==> config.mk <==
export PLATFORM = sky130hd
export DESIGN_NAME = toggle_cover_detect_flat
export DESIGN_NICKNAME = d
export VERILOG_FILES = /design/src/rtl/toggle_cover_detect_if.sv /design/src/rtl/toggle_cover_detect.sv /design/src/flat_wrapper.sv
export SDC_FILE = /design/constraint.sdc
export NUM_CORES = 1
export LEC_CHECK = 0
export CORE_MARGIN = 4
export CORE_UTILIZATION = 62
export DETAILED_ROUTE_END_ITERATION = 8
export GPL_ROUTABILITY_DRIVEN = 0
export GPL_TIMING_DRIVEN = 0
export PLACE_DENSITY = 0.95
export SYNTH_ARGS = -nofsm -noshare
export SYNTH_HDL_FRONTEND = slang
export SYNTH_SLANG_ARGS = --single-unit
==> constraint.sdc <==
create_clock -name clock -period 11.4 [get_ports clock]
set_clock_uncertainty 0.05 [all_clocks]
set_input_delay 2.28 -clock clock [delete_from_list [all_inputs] [get_ports clock]]
set_output_delay 2.28 -clock clock [all_outputs]
set_load 0.1 [all_outputs]
==> src/rtl/toggle_cover_detect_if.sv <==
// toggle_cover_detect_if
//   Index stream carrying newly covered toggle points out of toggle_cover_detect.
//   evt_valid  producer -> consumer   index available
//   evt_ready  consumer -> producer   consumer accepts when evt_valid & evt_ready
//   evt_index  producer -> consumer   global cover point index (32 bits)
interface toggle_cover_detect_if;
  logic        evt_valid;
  logic        evt_ready;
  logic [31:0] evt_index;

  modport master (output evt_valid, output evt_index, input evt_ready);
  modport slave  (input evt_valid, input evt_index, output evt_ready);
endinterface

==> src/rtl/toggle_cover_detect.sv <==
// toggle_cover_detect
//   Samples a WIDTH-bit probe and tracks rising/falling edges per bit in sticky
//   bitmaps. A bit is covered once both edge directions have been seen; each
//   newly covered bit pulses valid[i] for one cycle and is queued for the serial
//   index stream (lowest bit number first).
//
//   Optional build macro: TOGGLE_COVER_ANY_EDGE_EN -- a bit is covered on its
//   first edge of either direction instead of needing both.
//
// Ports
//   clock        in   sole clock, all state on posedge
//   reset        in   asynchronous active-low reset
//   clear        in   synchronous clear of all coverage state (beats en/drain)
//   en           in   sample enable
//   probe        in   [WIDTH]  signal under toggle coverage
//   valid        out  [WIDTH]  one-cycle pulse per newly covered bit
//   covered_cnt  out  number of points covered since reset/clear
//   all_covered  out  covered_cnt == WIDTH
//   evt          master modport of toggle_cover_detect_if (index stream)
module toggle_cover_detect #(
  parameter int unsigned WIDTH       = 58,
  parameter int unsigned COVER_INDEX = 0,
  parameter int unsigned COVER_TOTAL = 8744
) (
  input  logic                       clock,
  input  logic                       reset,
  input  logic                       clear,
  input  logic                       en,
  input  logic [WIDTH-1:0]           probe,
  output logic [WIDTH-1:0]           valid,
  output logic [$clog2(WIDTH+1)-1:0] covered_cnt,
  output logic                       all_covered,
  toggle_cover_detect_if.master      evt
);

  localparam int unsigned CNT_W = $clog2(WIDTH + 1);

  // The global index range of this instance must lie within the design total.
  if (COVER_INDEX + WIDTH > COVER_TOTAL) begin : g_cfg_check
    $error("toggle_cover_detect: COVER_INDEX + WIDTH exceeds COVER_TOTAL");
  end

  logic [WIDTH-1:0] prev_q, prev_d;
  logic             prev_ok_q, prev_ok_d;
  logic [WIDTH-1:0] seen_rise_q, seen_rise_d;
  logic [WIDTH-1:0] seen_fall_q, seen_fall_d;
  logic [WIDTH-1:0] pending_q, pending_d;
  logic [WIDTH-1:0] valid_q, valid_d;
  logic [CNT_W-1:0] cnt_q, cnt_d;
  logic             evt_valid_q, evt_valid_d;
  logic [31:0]      evt_index_q, evt_index_d;

  logic [WIDTH-1:0] rise, fall;
  logic [WIDTH-1:0] done_cur, done_nxt, new_done;
  logic [WIDTH-1:0] drain_sel;
  logic [31:0]      low_idx;
  logic             found;
  logic             drain_ok;
  logic [CNT_W-1:0] new_cnt;

  always_comb begin
    rise = '0;
    fall = '0;
    if (en && prev_ok_q) begin
      rise = probe & ~prev_q;
      fall = ~probe & prev_q;
    end
    seen_rise_d = seen_rise_q | rise;
    seen_fall_d = seen_fall_q | fall;

`ifdef TOGGLE_COVER_ANY_EDGE_EN
    done_cur = seen_rise_q | seen_fall_q;
    done_nxt = seen_rise_d | seen_fall_d;
`else
    done_cur = seen_rise_q & seen_fall_q;
    done_nxt = seen_rise_d & seen_fall_d;
`endif
    new_done = done_nxt & ~done_cur;

    new_cnt = '0;
    for (int unsigned i = 0; i < WIDTH; i++) begin
      new_cnt = new_cnt + CNT_W'(new_done[i]);
    end

    // Lowest pending bit is drained first.
    found     = 1'b0;
    low_idx   = '0;
    drain_sel = '0;
    for (int unsigned i = 0; i < WIDTH; i++) begin
      if (!found && pending_q[i]) begin
        found        = 1'b1;
        low_idx      = i;
        drain_sel[i] = 1'b1;
      end
    end
    drain_ok = (!evt_valid_q || evt.evt_ready) && found;

    prev_d    = prev_q;
    prev_ok_d = prev_ok_q;
    if (en) begin
      prev_d    = probe;
      prev_ok_d = 1'b1;
    end

    valid_d = new_done;
    cnt_d   = cnt_q + new_cnt;

    // A bit enters pending once per clear epoch, so the drained bit never
    // collides with a newly done one.
    pending_d = (pending_q & ~(drain_ok ? drain_sel : '0)) | new_done;

    if (drain_ok) begin
      evt_valid_d = 1'b1;
      evt_index_d = COVER_INDEX + low_idx;
    end else begin
      evt_valid_d = evt_valid_q & ~evt.evt_ready;
      evt_index_d = evt_index_q;
    end

    if (clear) begin
      prev_d      = '0;
      prev_ok_d   = 1'b0;
      seen_rise_d = '0;
      seen_fall_d = '0;
      pending_d   = '0;
      valid_d     = '0;
      cnt_d       = '0;
      evt_valid_d = 1'b0;
      evt_index_d = '0;
    end
  end

  always_ff @(posedge clock or negedge reset) begin
    if (!reset) begin
      prev_q      <= '0;
      prev_ok_q   <= 1'b0;
      seen_rise_q <= '0;
      seen_fall_q <= '0;
      pending_q   <= '0;
      valid_q     <= '0;
      cnt_q       <= '0;
      evt_valid_q <= 1'b0;
      evt_index_q <= '0;
    end else begin
      prev_q      <= prev_d;
      prev_ok_q   <= prev_ok_d;
      seen_rise_q <= seen_rise_d;
      seen_fall_q <= seen_fall_d;
      pending_q   <= pending_d;
      valid_q     <= valid_d;
      cnt_q       <= cnt_d;
      evt_valid_q <= evt_valid_d;
      evt_index_q <= evt_index_d;
    end
  end

  assign valid         = valid_q;
  assign covered_cnt   = cnt_q;
  assign all_covered   = (cnt_q == CNT_W'(WIDTH));
  assign evt.evt_valid = evt_valid_q;
  assign evt.evt_index = evt_index_q;

endmodule

==> src/flat_wrapper.sv <==
// flat-port wrapper written by rule: the top's interface ports become plain ports
module toggle_cover_detect_flat 
#(
  parameter int unsigned WIDTH       = 58,
  parameter int unsigned COVER_INDEX = 0,
  parameter int unsigned COVER_TOTAL = 8744
)
  (clock, reset, clear, en, probe, valid, covered_cnt, all_covered, evt_evt_valid, evt_evt_index, evt_evt_ready);
  toggle_cover_detect_if evt_i ();
  input  logic clock;
  input  logic reset;
  input  logic clear;
  input  logic en;
  input  logic [WIDTH-1:0] probe;
  output logic [WIDTH-1:0] valid;
  output logic [$clog2(WIDTH+1)-1:0] covered_cnt;
  output logic all_covered;
  output wire logic [$bits(evt_i.evt_valid)-1:0] evt_evt_valid;
  output wire logic [$bits(evt_i.evt_index)-1:0] evt_evt_index;
  input wire logic [$bits(evt_i.evt_ready)-1:0] evt_evt_ready;
  assign evt_evt_valid = evt_i.evt_valid;
  assign evt_evt_index = evt_i.evt_index;
  assign evt_i.evt_ready = evt_evt_ready;
  toggle_cover_detect #(.WIDTH(WIDTH), .COVER_INDEX(COVER_INDEX), .COVER_TOTAL(COVER_TOTAL)) u_core (.clock(clock), .reset(reset), .clear(clear), .en(en), .probe(probe), .valid(valid), .covered_cnt(covered_cnt), .all_covered(all_covered), .evt(evt_i));
endmodule
==> key figures <==
Min path
  – Tightest Hold Check Type: reg2reg

Clock network
  – CTS tree: yes
  – H-tree level count: 1
  – Root buf cell: clkbuf_16
  – Total CTS buffers: 30
  – Post-CTS sizing: 0
  – Post-CTS setup buffers: 0
  – Clock Latency Late Sink: between 0.5 and 0.6 ns
  – Clk pin slew, worst setup/hold paths: 0.06 ns
  – Hold buffers post-CTS: 0
  – Clock sink count: a little over 300
  – Max Root-Sink Buffers: 3

STA
  – Final Critical Period: 10.21 ns
  – Worst slew margin: approximately a tenth
  – Unrepaired setup endpoints after global routing: no
  – Slew Viols, Final: 0
  – Final Hold Vio Count: 0
  – WHS: between 0.4 and 0.5 ns
  – Slew of the pin with the lowest slew margin: between 1 and 1.5 ns
  – Final Cycle Share: 89.59%
  – Fmax: 0.09791 GHz
  – Final setup margin: approximately 1.2 ns
  – Finish-stage setup viols: 0

Synthesis
  – Synth warn: 0
  – Yosys cell types: between 60 and 70
  – Post-Synth Simple-Gate Area: between 15 and 20%
  – Mean Syn Cell Area: 10.03 um2
  – Post-synth EDFFs: 0
  – XOR/XNOR Fraction of Synth Area: less than 1%
  – Mux contribution to synthesized area: 3.767%
  – Syn Inst Count: around 1500
  – Compound-Gate Fraction of Synth Area: a little over an eighth
  – Synth Cell Area: 0.01541 mm2
  – Largest family of logic cells by synthesized area: simple AND/OR/NAND/NOR gates
  – Register area share after synthesis: between 40% and 50%
  – Synth Area in Adders: 8.395%
  – Post-synth top flop: dfrtp_1
  – Post-synth ARST share: 100.0%
  – #FFs+latches synth: ~300

Worst setup path
  – CP Launch Type: input pin
  – Worst path max stage delay: about 0.68 ns
  – CP Buf/Inv Count: 8
  – Critical Path Sink Type: flop
  – WP data required: approximately 12 ns
  – Crit path max-delay cell type: clkbuf_1
  – Cell mode on critical path: fa_1
  – Top delay family on crit path: adder cells
  – Worst-path cell chain: clkbuf_1 > and2_1 > clkbuf_1 > clkbuf_1 > o21ai_0 > fa_1 > inv_1 > fa_1 > inv_1 > fa_1 > fa_1 > inv_1 > fa_1 > inv_1 > fa_1 > fa_1 > fa_1 > inv_1 > ha_1 > fa_1 > a21o_1 > a21oi_1 > xor2_1 > nor2_1
  – Crit path kind: in2reg
  – Worst Path Max Fanout: 10
  – CP arrival: roughly 11 ns

Route
  – Drt wl/cell: between 20 and 25 um
  – Post-route DRC: 6
  – DRT Pass-1 Iters: 9
  – Starting DRT DRC Count: between 1500 and 2000
  – Vias per Instance: between 6 and 7
  – Via Count: ~14000
  – Total Wirelength: between 40 and 50 mm
  – Post-detailed-route count of antenna-violating nets: 0

Global routing
  – Largest net degree at the start of global routing: 129
  – Number of global-route vias before repair: 14299
  – Initial antenna violation count: 1
  – Gr usage total: 33.74%
  – Overflow after GRT: 0
  – First-pass GRT wire length: around 75 mm

Cells and area
  – # nets final: roughly 1900
  – Fillers: about 1400
  – Fin area: 0.01831 mm2
  – Syn-to-layout area delta: 18.82%
  – Share of cells above drive strength 1: roughly 5.8%

Placement
  – Port Buffers: ~130
  – Placed instance area: between 0.015 and 0.02 mm2
  – Worst slack, placed: between 1 and 1.5 ns
  – Post-DP HPWL: 32.33 mm

Pwr
  – LEAKAGE: about 8.5 nW
  – NetSw: about 0.67 mW
  – Peak VDD IR: 0.1177 mV
  – Combinational power share: 11.9%
  – Switching fraction of total power: between 20% and 30%
  – Cell Pwr Density: around 130 mW/mm2
  – Overall Power: approximately 2.5 mW
  – Internal Power: ~1.8 mW
  – Sequential power share: around 46%
  – Clock Power Share: between 40% and 50%

Floorplanning
  – Die W: 165.7 um
  – Core area: 0.02439 mm2
  – Boundary pin count: 161
  – Initial Utilization: between 60 and 70%
  – Std cell rows: between 50 and 60
  – Die ar.: 0.02744 mm2
  – Die H: 165.7 um

Status
  – Failing checks: DRC
  – Outcome: complete, but fails checks

Run
  – Max cap viols: 0
-- per-stage QoR --
| stage | utilization [%] | TNS, ns | cells |
|---|---|---|---|
| global placement | 70.65 | -1376.33 | 2017 |
| finish | 75.07 | 0 | 2076 |
| detailed placement | 70.89 | 0 | 2019 |
| global route | 75.06 | 0 | 2075 |
| CTS | 75.06 | 0 | 2075 |
| floorplan | - | 0 | 1561 |
-- power groups by stage --
stage | clock network (mW) | logic (mW) | registers [mW]
global placement | 0 | 0.268 | 1.15
floorplan | 0 | 0.156 | 1.17
detailed placement | 0 | 0.281 | 1.15
finish | 1.03 | 0.293 | 1.13
CTS | 1.02 | 0.286 | 1.13
global route | 1.07 | 0.309 | 1.13
-- cell type report --
class	instances	area, um2	share of cell area [%]
clock buffer	47	915.9	5.002
buffer	94	476.7	2.603
inverter	185	694.4	3.792
timing repair buffer	134	1381	7.544
antenna	1	2.502	0.01367
clock inverter	9	101.3	0.5535
multi-input combinational	978	6726	36.73
tap	324	405.4	2.214
sequential	304	7607	41.54
-- worst paths after layout --
path                                     endpoint  slack, ns  cells past startpoint                   start
min reg2reg                u_core.seen_fall_q[29]       0.46                      2  u_core.seen_fall_q[29]
min                        u_core.seen_fall_q[29]       0.46                      2  u_core.seen_fall_q[29]
max                         u_core.covered_cnt[4]       1.19                     24                      en
min in group asynchronous         u_core.valid[4]       1.61                      1                   reset
max in group asynchronous  u_core.seen_rise_q[38]       8.68                      2                   reset
max reg2reg                 u_core.covered_cnt[4]       3.09                     23        u_core.prev_ok_q
-- cell families (layout without fill, tap and decap cells) --
group | after synthesis | in the layout
AO/OA/AOI/OAI | 331 | 331
buffers and inverters | 279 | 469
flip-flops | 304 | 304
adder cells (fa/ha/maj) | 74 | 74
AND/OR/NAND/NOR | 480 | 480
multiplexers | 58 | 58
XOR/XNOR | 9 | 9
other | 1 | 27
-- cells in the mapped netlist, types with 3 or more instances --
cell type,count,area share [%]
dfrtp_1,304,49
nor2_1,270,6.6
inv_1,185,4.5
a31oi_1,118,4.8
nor4b_1,112,6.4
o21ai_0,74,2.4
a21oi_1,64,2.1
mux2i_1,58,3.8
clkbuf_1,56,1.4
fa_1,49,6.4
buf_4,27,1.3
ha_1,25,2.0
o31ai_1,24,1.2
nand2_1,23,0.56
nor3_1,12,0.39
nand2b_1,10,0.41
nor4_1,9,0.37
o41ai_1,9,0.51
buf_1,8,0.19
nor2b_1,8,0.32
xnor2_1,6,0.34
a211oi_1,5,0.24
nand3_1,5,0.16
or3_1,5,0.20
a31o_2,4,0.23
o22ai_1,4,0.16
a221oi_1,3,0.17
buf_6,3,0.22
nand4_1,3,0.12
nor3b_1,3,0.15
o211ai_1,3,0.15
xor2_1,3,0.17
-- cells in the final DEF, fill, tap and decap left out, types with 6 or more instances in the layout --
| cell | Yosys | routed |
|---|---|---|
| dfrtp_1 | 304 | 304 |
| nor2_1 | 270 | 270 |
| inv_1 | 185 | 185 |
| clkdlybuf4s50_1 | 0 | 131 |
| a31oi_1 | 118 | 118 |
| nor4b_1 | 112 | 112 |
| o21ai_0 | 74 | 74 |
| clkbuf_1 | 56 | 64 |
| a21oi_1 | 64 | 64 |
| mux2i_1 | 58 | 58 |
| fa_1 | 49 | 49 |
| clkbuf_16 | 0 | 31 |
| buf_4 | 27 | 27 |
| conb_1 | 1 | 26 |
| ha_1 | 25 | 25 |
| o31ai_1 | 24 | 24 |
| nand2_1 | 23 | 23 |
| nor3_1 | 12 | 12 |
| nand2b_1 | 10 | 10 |
| nor4_1 | 9 | 9 |
| o41ai_1 | 9 | 9 |
| buf_1 | 8 | 8 |
| nor2b_1 | 8 | 8 |
| clkbuf_8 | 0 | 8 |
| xnor2_1 | 6 | 6 |
-- per-layer routing --
layer  share of wire [%]  wire length (um)  track usage, %
met1                  34             16180           40.08
met2                  46             21900           53.57
met3                  13              6061           10.53
met4                 7.9              3763           21.59
met5                   0                 0               0
-- worst register-to-register path, delay by kind of cell (launching register included) --
kind,cells,cell delay (ns)
simple gates,2,0.27
flops,1,0.38
xor+xnor,1,0.15
fa+ha+maj,10,4.91
compound gates,3,0.91
buf+inv,7,1.50
-- registers in the layout, indices dropped and copies added (netlist names) --
name,flops
u_core.pending_q,58
u_core.valid,58
u_core.seen_rise_q,58
u_core.evt.evt_index,6
u_core.covered_cnt,6
u_core.seen_fall_q,58
u_core.evt.evt_valid,1
u_core.prev_ok_q,1
u_core.prev_q,58
(Power assumes the default switching activity.)
